$ cat src/rtl/reg_file_sb.sv
// 32x32 register file with per-register pending-write scoreboard.
// Tracks outstanding writes, raises stall on hazards, flags protocol errors.
//
// Ports:
//   clk_i       clock, all state updates on the rising edge
//   rst_i       synchronous active-low reset
//   RSaddr_i    read port A address
//   RTaddr_i    read port B address
//   RSdata_o    read port A data (combinational, write-through bypass)
//   RTdata_o    read port B data (combinational, write-through bypass)
//   RegWrite_i  writeback enable; also retires one pending write to RDaddr_i
//   RDaddr_i    writeback destination
//   RDdata_i    writeback data
//   rs_used_i   decoding instruction reads RSaddr_i
//   rt_used_i   decoding instruction reads RTaddr_i
//   issue_i     decoding instruction issues and will later write issue_rd_i
//   issue_rd_i  destination reserved at issue
//   stall_o     decoding instruction must hold
//   err_o       sticky protocol-error flag (retire with nothing pending)
module reg_file_sb #(
    parameter int MAX_INFLIGHT = 3
) (
    input  logic        clk_i,
    input  logic        rst_i,
    input  logic [4:0]  RSaddr_i,
    input  logic [4:0]  RTaddr_i,
    output logic [31:0] RSdata_o,
    output logic [31:0] RTdata_o,
    input  logic        RegWrite_i,
    input  logic [4:0]  RDaddr_i,
    input  logic [31:0] RDdata_i,
    input  logic        rs_used_i,
    input  logic        rt_used_i,
    input  logic        issue_i,
    input  logic [4:0]  issue_rd_i,
    output logic        stall_o,
    output logic        err_o
);

    localparam logic [1:0] CNT_MAX = 2'(MAX_INFLIGHT);

    logic [31:0] regs [32];
    logic [1:0]  cnt  [32];
    logic        err_q;

    logic        retire;
    logic [31:0] busy;
    logic [1:0]  issue_cnt;
    logic        issue_ret;
    logic [1:0]  issue_eff;
    logic        full;
    logic        accept;
    logic        same_rd;

    // Writes to r0 are dropped entirely, so they never retire anything.
    assign retire  = RegWrite_i && (RDaddr_i != 5'd0);
    assign same_rd = (issue_rd_i == RDaddr_i);

    // A register whose last pending write retires this cycle is readable
    // now through the bypass, so it is not considered busy.
    always_comb begin
        busy = '0;
        for (int r = 0; r < 32; r++) begin
            busy[r] = (cnt[r] != 2'd0) &&
                      !(retire && (RDaddr_i == 5'(r)) && (cnt[r] == 2'd1));
        end
    end

    // Saturation is judged on the count after a same-cycle retire, so an
    // issue to a full register can proceed when one of its writes drains.
    always_comb begin
        issue_cnt = cnt[issue_rd_i];
        issue_ret = retire && same_rd && (issue_cnt != 2'd0);
        issue_eff = issue_cnt - {1'b0, issue_ret};
        full      = issue_i && (issue_rd_i != 5'd0) && (issue_eff == CNT_MAX);
    end

    assign stall_o = (rs_used_i && busy[RSaddr_i]) ||
                     (rt_used_i && busy[RTaddr_i]) ||
                     full;

    assign accept = issue_i && (issue_rd_i != 5'd0) && !stall_o;

    always_comb begin
        RSdata_o = regs[RSaddr_i];
        if (RSaddr_i == 5'd0) begin
            RSdata_o = '0;
        end else if (retire && (RDaddr_i == RSaddr_i)) begin
            RSdata_o = RDdata_i;
        end
    end

    always_comb begin
        RTdata_o = regs[RTaddr_i];
        if (RTaddr_i == 5'd0) begin
            RTdata_o = '0;
        end else if (retire && (RDaddr_i == RTaddr_i)) begin
            RTdata_o = RDdata_i;
        end
    end

    assign err_o = err_q;

    always_ff @(posedge clk_i) begin
        if (!rst_i) begin
            for (int r = 0; r < 32; r++) begin
                regs[r] <= '0;
                cnt[r]  <= '0;
            end
            err_q <= 1'b0;
        end else begin
            if (retire) begin
                regs[RDaddr_i] <= RDdata_i;
            end
            // Issue and retire to the same register cancel out; that pair
            // is never an error even when nothing was pending.
            if (retire && !(accept && same_rd)) begin
                if (cnt[RDaddr_i] == 2'd0) begin
                    err_q <= 1'b1;
                end else begin
                    cnt[RDaddr_i] <= cnt[RDaddr_i] - 2'd1;
                end
            end
            if (accept && !(retire && same_rd)) begin
                cnt[issue_rd_i] <= cnt[issue_rd_i] + 2'd1;
            end
        end
    end

endmodule

$ cat config.mk
export PLATFORM = sky130hd
export DESIGN_NAME = reg_file_sb
export DESIGN_NICKNAME = d
export VERILOG_FILES = /design/src/rtl/reg_file_sb.sv
export SDC_FILE = /design/constraint.sdc
export NUM_CORES = 2
export LEC_CHECK = 0
export CORE_MARGIN = 5
export CORE_UTILIZATION = 68
export CTS_CLUSTER_DIAMETER = 80
export DETAILED_ROUTE_END_ITERATION = 8
export HOLD_SLACK_MARGIN = 0.03
export PLACE_DENSITY = 0.84
export SLEW_MARGIN = 20
export SYNTH_ARGS = -nofsm -noshare
export SYNTH_HDL_FRONTEND = slang
export SYNTH_SLANG_ARGS = --single-unit
$ cat constraint.sdc
create_clock -name clk_i -period 12.1 [get_ports clk_i]
set_input_delay 2.42 -clock clk_i [delete_from_list [all_inputs] [get_ports clk_i]]
set_output_delay 2.42 -clock clk_i [all_outputs]
set_load 0.005 [all_outputs]
# After elaboration in Yosys (flattened, before gate mapping)
# Memory sizes are Yosys's and may differ from the RTL's.
# Cells that the tools add are included.
# Widths: inputs -> output; s select.
# word_totals
ff_bits	1
latchBits	0
ramBits	1088
mem_bits_ro	0
input_bits	58
out_inout_bits	66
word_cells	292
memories	2
# classes
addsub	3
multipliers	0
div	0
order_cmp	2
n_eq_ne	67
shift	0
muxes	28
bitwise_logic	0
reduce_logical	189
# mem_list
name	depth	word_bits	read_ports	rd_ports_with_merged_regs	wr	line	source
regs	32	32	2	0	32	42	logic [31:0] regs [32];
cnt	32	2	34	0	32	43	logic [1:0] cnt [32];
# op_table
cell	n
$mux 32	5
$logic_and 1x1->1	109
$eq 5x5->1 const B	16
$reduce_bool 2->1	33
$eq 2x1->1 const B	32
$eq 5x4->1 const B	8
$logic_not 1->1	35
$reduce_or 32->1	1
$eq 5x3->1 const B	4
$mux 1	16
$eq 5x5->1	3
$logic_not 5->1	3
$mux 5	3
$lt 5x6->1 const B	2
$bmux 1 s5	2
$eq 5x2->1 const B	2
$reduce_bool 5->1	2
$eq 5x1->1 const B	1
$mux 2	2
$reduce_or 2->1	2
$add 2x1->2 const B	1
$eq 2x2->1 const B	1
$logic_not 2->1	1
$logic_or 1x1->1	2
other kinds (3)	3

# Depth between registers and ports, before layout
# logic_depth
depth_word	21
ltp_mapped	16

# Worst setup path before layout
# OpenSTA, ideal clock, no wires.
# synth_path
kind	input port to output port
from	input issue_rd_i[0]
to	output stall_o
arrival_ns	5.438
path_slack_ns	4.242
path_stages	13
n_path_buf	4
path_cell_list	buf_6 buf_2 clkbuf_1 mux4_2 a22oi_1 and4_1 clkbuf_1 ha_1 nor2_1 ha_1 xnor2_1 a32o_1 or3_1
# synth_via
elab_chain_len	7
elab_cells_between_ends	11
classes_between	1 x add/sub; 2 x eq/ne; 7 x reduce/logical; 1 x memory
# synth_rtl
item	line	source
from (decl)	35	input logic [4:0] issue_rd_i,
$mem_v2 32x2 or $eq 5x5->1 (tied branches)	n/a	
$reduce_bool 2->1 or $logic_and 1x1->1 (tied branches)	73	issue_ret = retire && same_rd && (issue_cnt != 2'd0);
$logic_and 1x1->1	73	
$sub 2x1->2	74	issue_eff = issue_cnt - {1'b0, issue_ret};
$eq 2x2->1	75	full = issue_i && (issue_rd_i != 5'd0) && (issue_eff == CNT_MAX);
$logic_and 1x1->1 (*)	75	
$logic_or 1x1->1 (*)	79	(rt_used_i && busy[RTaddr_i]) ||
to (decl)	36	output logic stall_o,
# Mark *: on every way between the ends. The rest lies on a longest branch, timed or not.

# Final worst setup path
# layout_path
from	input RDaddr_i[4]
to	output RSdata_o[30]
# layout_via
elab_chain_len	5
elab_cells_between_ends	6
classes_between	1 x eq/ne; 2 x mux; 3 x reduce/logical
# layout_rtl
item	line	source
from (decl)	30	input logic [4:0] RDaddr_i,
$reduce_bool 5->1	56	assign retire = RegWrite_i && (RDaddr_i != 5'd0);
$logic_and 1x1->1	56	
$logic_and 1x1->1 (*)	88	end else if (retire && (RDaddr_i == RSaddr_i)) begin
$mux 32 (*)	88	
$mux 32 (*)	86	if (RSaddr_i == 5'd0) begin
to (decl)	27	output logic [31:0] RSdata_o,
# Marked as above.

==> key figures <==
Clock network
  • CTS Buffer Depth: 3
  • Root buffer cell: sky130_fd_sc_hd__clkbuf_16
  • Level count of the clock H-tree: 3
  • Count of instances resized after the clock tree is built: 0
  • Clk_lat worst skew: 0.70 ns
  • TritonCTS clock tree: built
  • Total number of clock tree sinks: 1089
  • Post-CTS clock slew at the launch and capture registers of the worst setup and hold paths: 0.05 ns
  • Clock buffer count from CTS: 112
  • CTS Hold Buffers Added: 0
  • Setup bufs post-CTS: 0

Die
  • Placement row count: 109
  • Total die area: 95600 um2
  • Die height: 309 um
  • Area of the core region: 88600 um2
  • Chip width: 309 um
  • Initial Utilization: 68.7%
  • I/O pin count: 124

Synthesis
  • Fraction of post-synthesis cell area in the top cell type by area: 53.7%
  • Main combinational cell family by area after synthesis: multiplexers
  • Post-Synth Adder-Cell Area: 0.0617%
  • Simple-gate share of the synthesized area: 13.4%
  • Async set or reset register ratio after synthesis: 0%
  • Library cell with the largest summed area after synthesis: sky130_fd_sc_hd__edfxtp_1
  • Xor/xnor share of the synthesized area: 0.230%
  • Count of mapped cells out of synthesis: 4346
  • Yosys synthesis warning count: 0
  • Top_reg_cell synth: sky130_fd_sc_hd__edfxtp_1
  • Cell types occupying the most area after synthesis: sky130_fd_sc_hd__edfxtp_1, sky130_fd_sc_hd__mux4_2, sky130_fd_sc_hd__and2_1
  • Area fraction in compound gates after synthesis: 6.75%
  • EDFF count, synth: 1088
  • Multiplexer share of the synthesized area: 22.7%
  • Count of cell types in the netlist: 69
  • Mean area per synthesized cell: 14.0 um2
  • Sequential area share after synthesis: 53.7%
  • Area of the mapped netlist: 60900 um2
  • Total of flip-flops plus latches after synthesis: 1089

Route
  • Post-route DRC violation count: 0
  • Initial DRT Pass Iterations: 7
  • Average detailed-routed wire length per instance: 37.2 um
  • Count of vias placed by the detailed router: 43419
  • Antenna-violating nets left: 0
  • Overall routed net length: 204000 um
  • Violation count after the first detailed-routing iteration: 8438
  • Via count normalized by instance count: 7.90

Power
  • Worst ir drop on vdd: 0.130 mV
  • Static leakage: 22.8 nW
  • Power per standard cell area: 137 nW/um2
  • Total power consumption of the routed design: 9.16 mW

Setup path
  • Top cell by count, worst path: sky130_fd_sc_hd__clkdlybuf4s50_1
  • Crit path max-delay family: buffers and inverters
  • Delay of the slowest cell on the worst path: 1.03 ns
  • Standard cell with the maximum stage delay on the critical path: sky130_fd_sc_hd__nor2_1
  • Kind of start point of the critical path: input port
  • Largest fanout on the critical path: 32
  • Crit path buffers/inverters: 3
  • Required time of the critical path: 9.68 ns
  • Arrival time of data at the critical path endpoint: 6.88 ns
  • Class of the most critical setup path: in2out
  • Critical Path, Cell by Cell: clkdlybuf4s50_1 > nor2_1 > a21boi_1 > nand4_1 > buf_4 > o211ai_1 > a21oi_1 > clkdlybuf4s50_1
  • Endpoint type of the worst setup path: output pin

STA
  • Worst relative slew slack: 17.3%
  • Part of the cycle the worst path needs: 76.8%
  • Setup repair after global routing missed its margin: false
  • Count of final max-slew check failures: 0
  • Slew at the pin closest to its max-slew limit: 1.24 ns
  • Max Fclk: 108 MHz
  • Clock period minus worst slack: 9.30 ns
  • Total count of hold-check failures in the final report: 0
  • Worst clock skew on the final layout: 0.0244 ns
  • Final setup viols: 0
  • Total negative setup slack: 0 ns

Run status
  • Outcome: finished clean

Global routing
  • Pin count of the biggest net entering global routing: 133
  • Total global routing track utilization: 42.7%
  • First-pass GRT wire length: 293000 um
  • Global-route congestion overflow total: 0
  • Antenna violations before repair: 13
  • Via count of the first global-routing pass: 43442

Run
  • Max-cap violations: 0

Worst hold path
  • Worst hold-check path type: reg2reg

Cells and area
  • Fillcell total: 5152
  • Number of nets at the end of the flow: 4303
  • Share of post-route cells with drive strength above 1: 19.2%
  • Area growth from synthesis to layout: 9.55%
  • Most common cell after layout, fill and taps aside: sky130_fd_sc_hd__edfxtp_1
  • Commonest cells after routing, fill and taps aside: sky130_fd_sc_hd__edfxtp_1, sky130_fd_sc_hd__and2_1, sky130_fd_sc_hd__mux4_2
  • Fin cells: 5499

Placed design
  • Post-Place Cells: 5293
  • Final HPWL from detailed placement: 109000 um
  • GPL Wtd Cong: 0.964
  • Quantity of I/O buffers inserted on ports: 123
==> kinds of logic after synthesis <==
group | Yosys count
AO/OA/AOI/OAI | 549
XOR/XNOR | 16
adder cells (fa/ha/maj) | 3
buffers and inverters | 497
flip-flops | 1089
multiplexers | 778
other | 1
AND/OR/NAND/NOR | 1413
==> metal layers <==
metal	GRT usage, %	vias up	part of all wire [%]
met5	0.297	-	0.010
met4	24.2	4	7.3
met3	13.4	1050	16
met2	63.4	4452	44
met1	57.0	21223	32
li1	-	16690	-
==> synth_stat cells, types with 3 or more instances <==
cell,instances
sky130_fd_sc_hd__edfxtp_1,1088
sky130_fd_sc_hd__and2_1,994
sky130_fd_sc_hd__mux4_2,480
sky130_fd_sc_hd__clkbuf_1,377
sky130_fd_sc_hd__mux2i_1,298
sky130_fd_sc_hd__nor2_1,158
sky130_fd_sc_hd__nand2_1,134
sky130_fd_sc_hd__a221oi_1,128
sky130_fd_sc_hd__o211ai_1,89
sky130_fd_sc_hd__a22oi_1,71
sky130_fd_sc_hd__buf_1,66
sky130_fd_sc_hd__o21ai_0,52
sky130_fd_sc_hd__a211oi_1,46
sky130_fd_sc_hd__o32ai_1,44
sky130_fd_sc_hd__a21oi_1,41
sky130_fd_sc_hd__nand3_1,38
sky130_fd_sc_hd__buf_2,26
sky130_fd_sc_hd__o22ai_1,21
sky130_fd_sc_hd__inv_1,19
sky130_fd_sc_hd__nor3_1,13
sky130_fd_sc_hd__nor4_1,11
sky130_fd_sc_hd__o221ai_1,8
sky130_fd_sc_hd__xnor2_1,8
sky130_fd_sc_hd__xor2_1,8
sky130_fd_sc_hd__a21boi_0,7
sky130_fd_sc_hd__and3b_1,7
sky130_fd_sc_hd__a31oi_1,6
sky130_fd_sc_hd__a41oi_1,6
sky130_fd_sc_hd__nand3b_1,6
sky130_fd_sc_hd__nor2b_1,6
sky130_fd_sc_hd__or3_1,6
sky130_fd_sc_hd__a2111oi_0,5
sky130_fd_sc_hd__and3_1,5
sky130_fd_sc_hd__buf_6,5
sky130_fd_sc_hd__nand2b_1,5
sky130_fd_sc_hd__nand4_1,5
sky130_fd_sc_hd__o31ai_1,5
sky130_fd_sc_hd__and4_1,3
sky130_fd_sc_hd__buf_4,3
sky130_fd_sc_hd__ha_1,3
sky130_fd_sc_hd__nor3b_1,3
sky130_fd_sc_hd__o41ai_1,3
sky130_fd_sc_hd__or3b_2,3
==> area by class of cell <==
cell class                 count  area, um2  area share (%)
clock inverter                60        607           0.910
antenna                        5       12.5          0.0188
multi-input combinational   2793      26800            40.2
inverter                      19       78.8           0.118
clock buffer                 141       2930            4.40
tap                         1165       1460            2.19
sequential                  1089      32700            49.0
timing repair buffer         227       2080            3.12
==> metrics by stage <==
stage	hold slack, ns	instance area (um2)	util (%)	setup WS [ns]
after global placement	0.462	63100	71.2	3.08
after floorplan	0.461	61000	-	4.24
after global routing	0.506	66700	75.2	2.75
after CTS	0.479	66700	75.2	2.99
after detailed placement	0.467	63100	71.2	2.99
final	0.481	66700	75.2	2.80
==> sequential cells by signal (all words and copies together) (netlist names) <==
| register | cells |
|---|---|
| err_o | 1 |
| regs | 1024 |
| cnt | 64 |
==> worst paths after layout <==
| kind | from | endpoint | slack (ns) | cells after the start |
|---|---|---|---|---|
| worst min-delay path | err_o$_SDFFE_PN0P_ | err_o$_SDFFE_PN0P_ | 0.48 | 2 |
| worst min register to register | err_o$_SDFFE_PN0P_ | err_o$_SDFFE_PN0P_ | 0.48 | 2 |
| worst max-delay path | RDaddr_i[4] | RSdata_o[30] | 2.80 | 8 |
| worst max register to register | cnt[22][0]$_DFFE_PP_ | cnt[20][0]$_DFFE_PP_ | 7.35 | 11 |
==> power breakdown <==
| group | internal, mW | total, mW | switching (mW) |
|---|---|---|---|
| sequential | 4.37 | 4.50 | 0.130 |
| clock | 1.94 | 3.41 | 1.47 |
| combinational | 0.536 | 1.25 | 0.718 |
| total | 6.84 | 9.16 | 2.32 |
==> worst register-to-register path, stage by stage (launching register included) <==
cell and delay (ns):
sky130_fd_sc_hd__edfxtp_1 0.55, sky130_fd_sc_hd__mux4_2 0.53, sky130_fd_sc_hd__a22oi_1 0.22, sky130_fd_sc_hd__and4_1 0.47, sky130_fd_sc_hd__ha_1 0.23, sky130_fd_sc_hd__nor2_1 0.05, sky130_fd_sc_hd__ha_1 0.20, sky130_fd_sc_hd__xnor2_1 0.12
sky130_fd_sc_hd__a32o_1 0.34, sky130_fd_sc_hd__or4_4 0.79, sky130_fd_sc_hd__or3_4 0.58, sky130_fd_sc_hd__o221ai_1 0.32
Power figures use the tool's default switching activity.
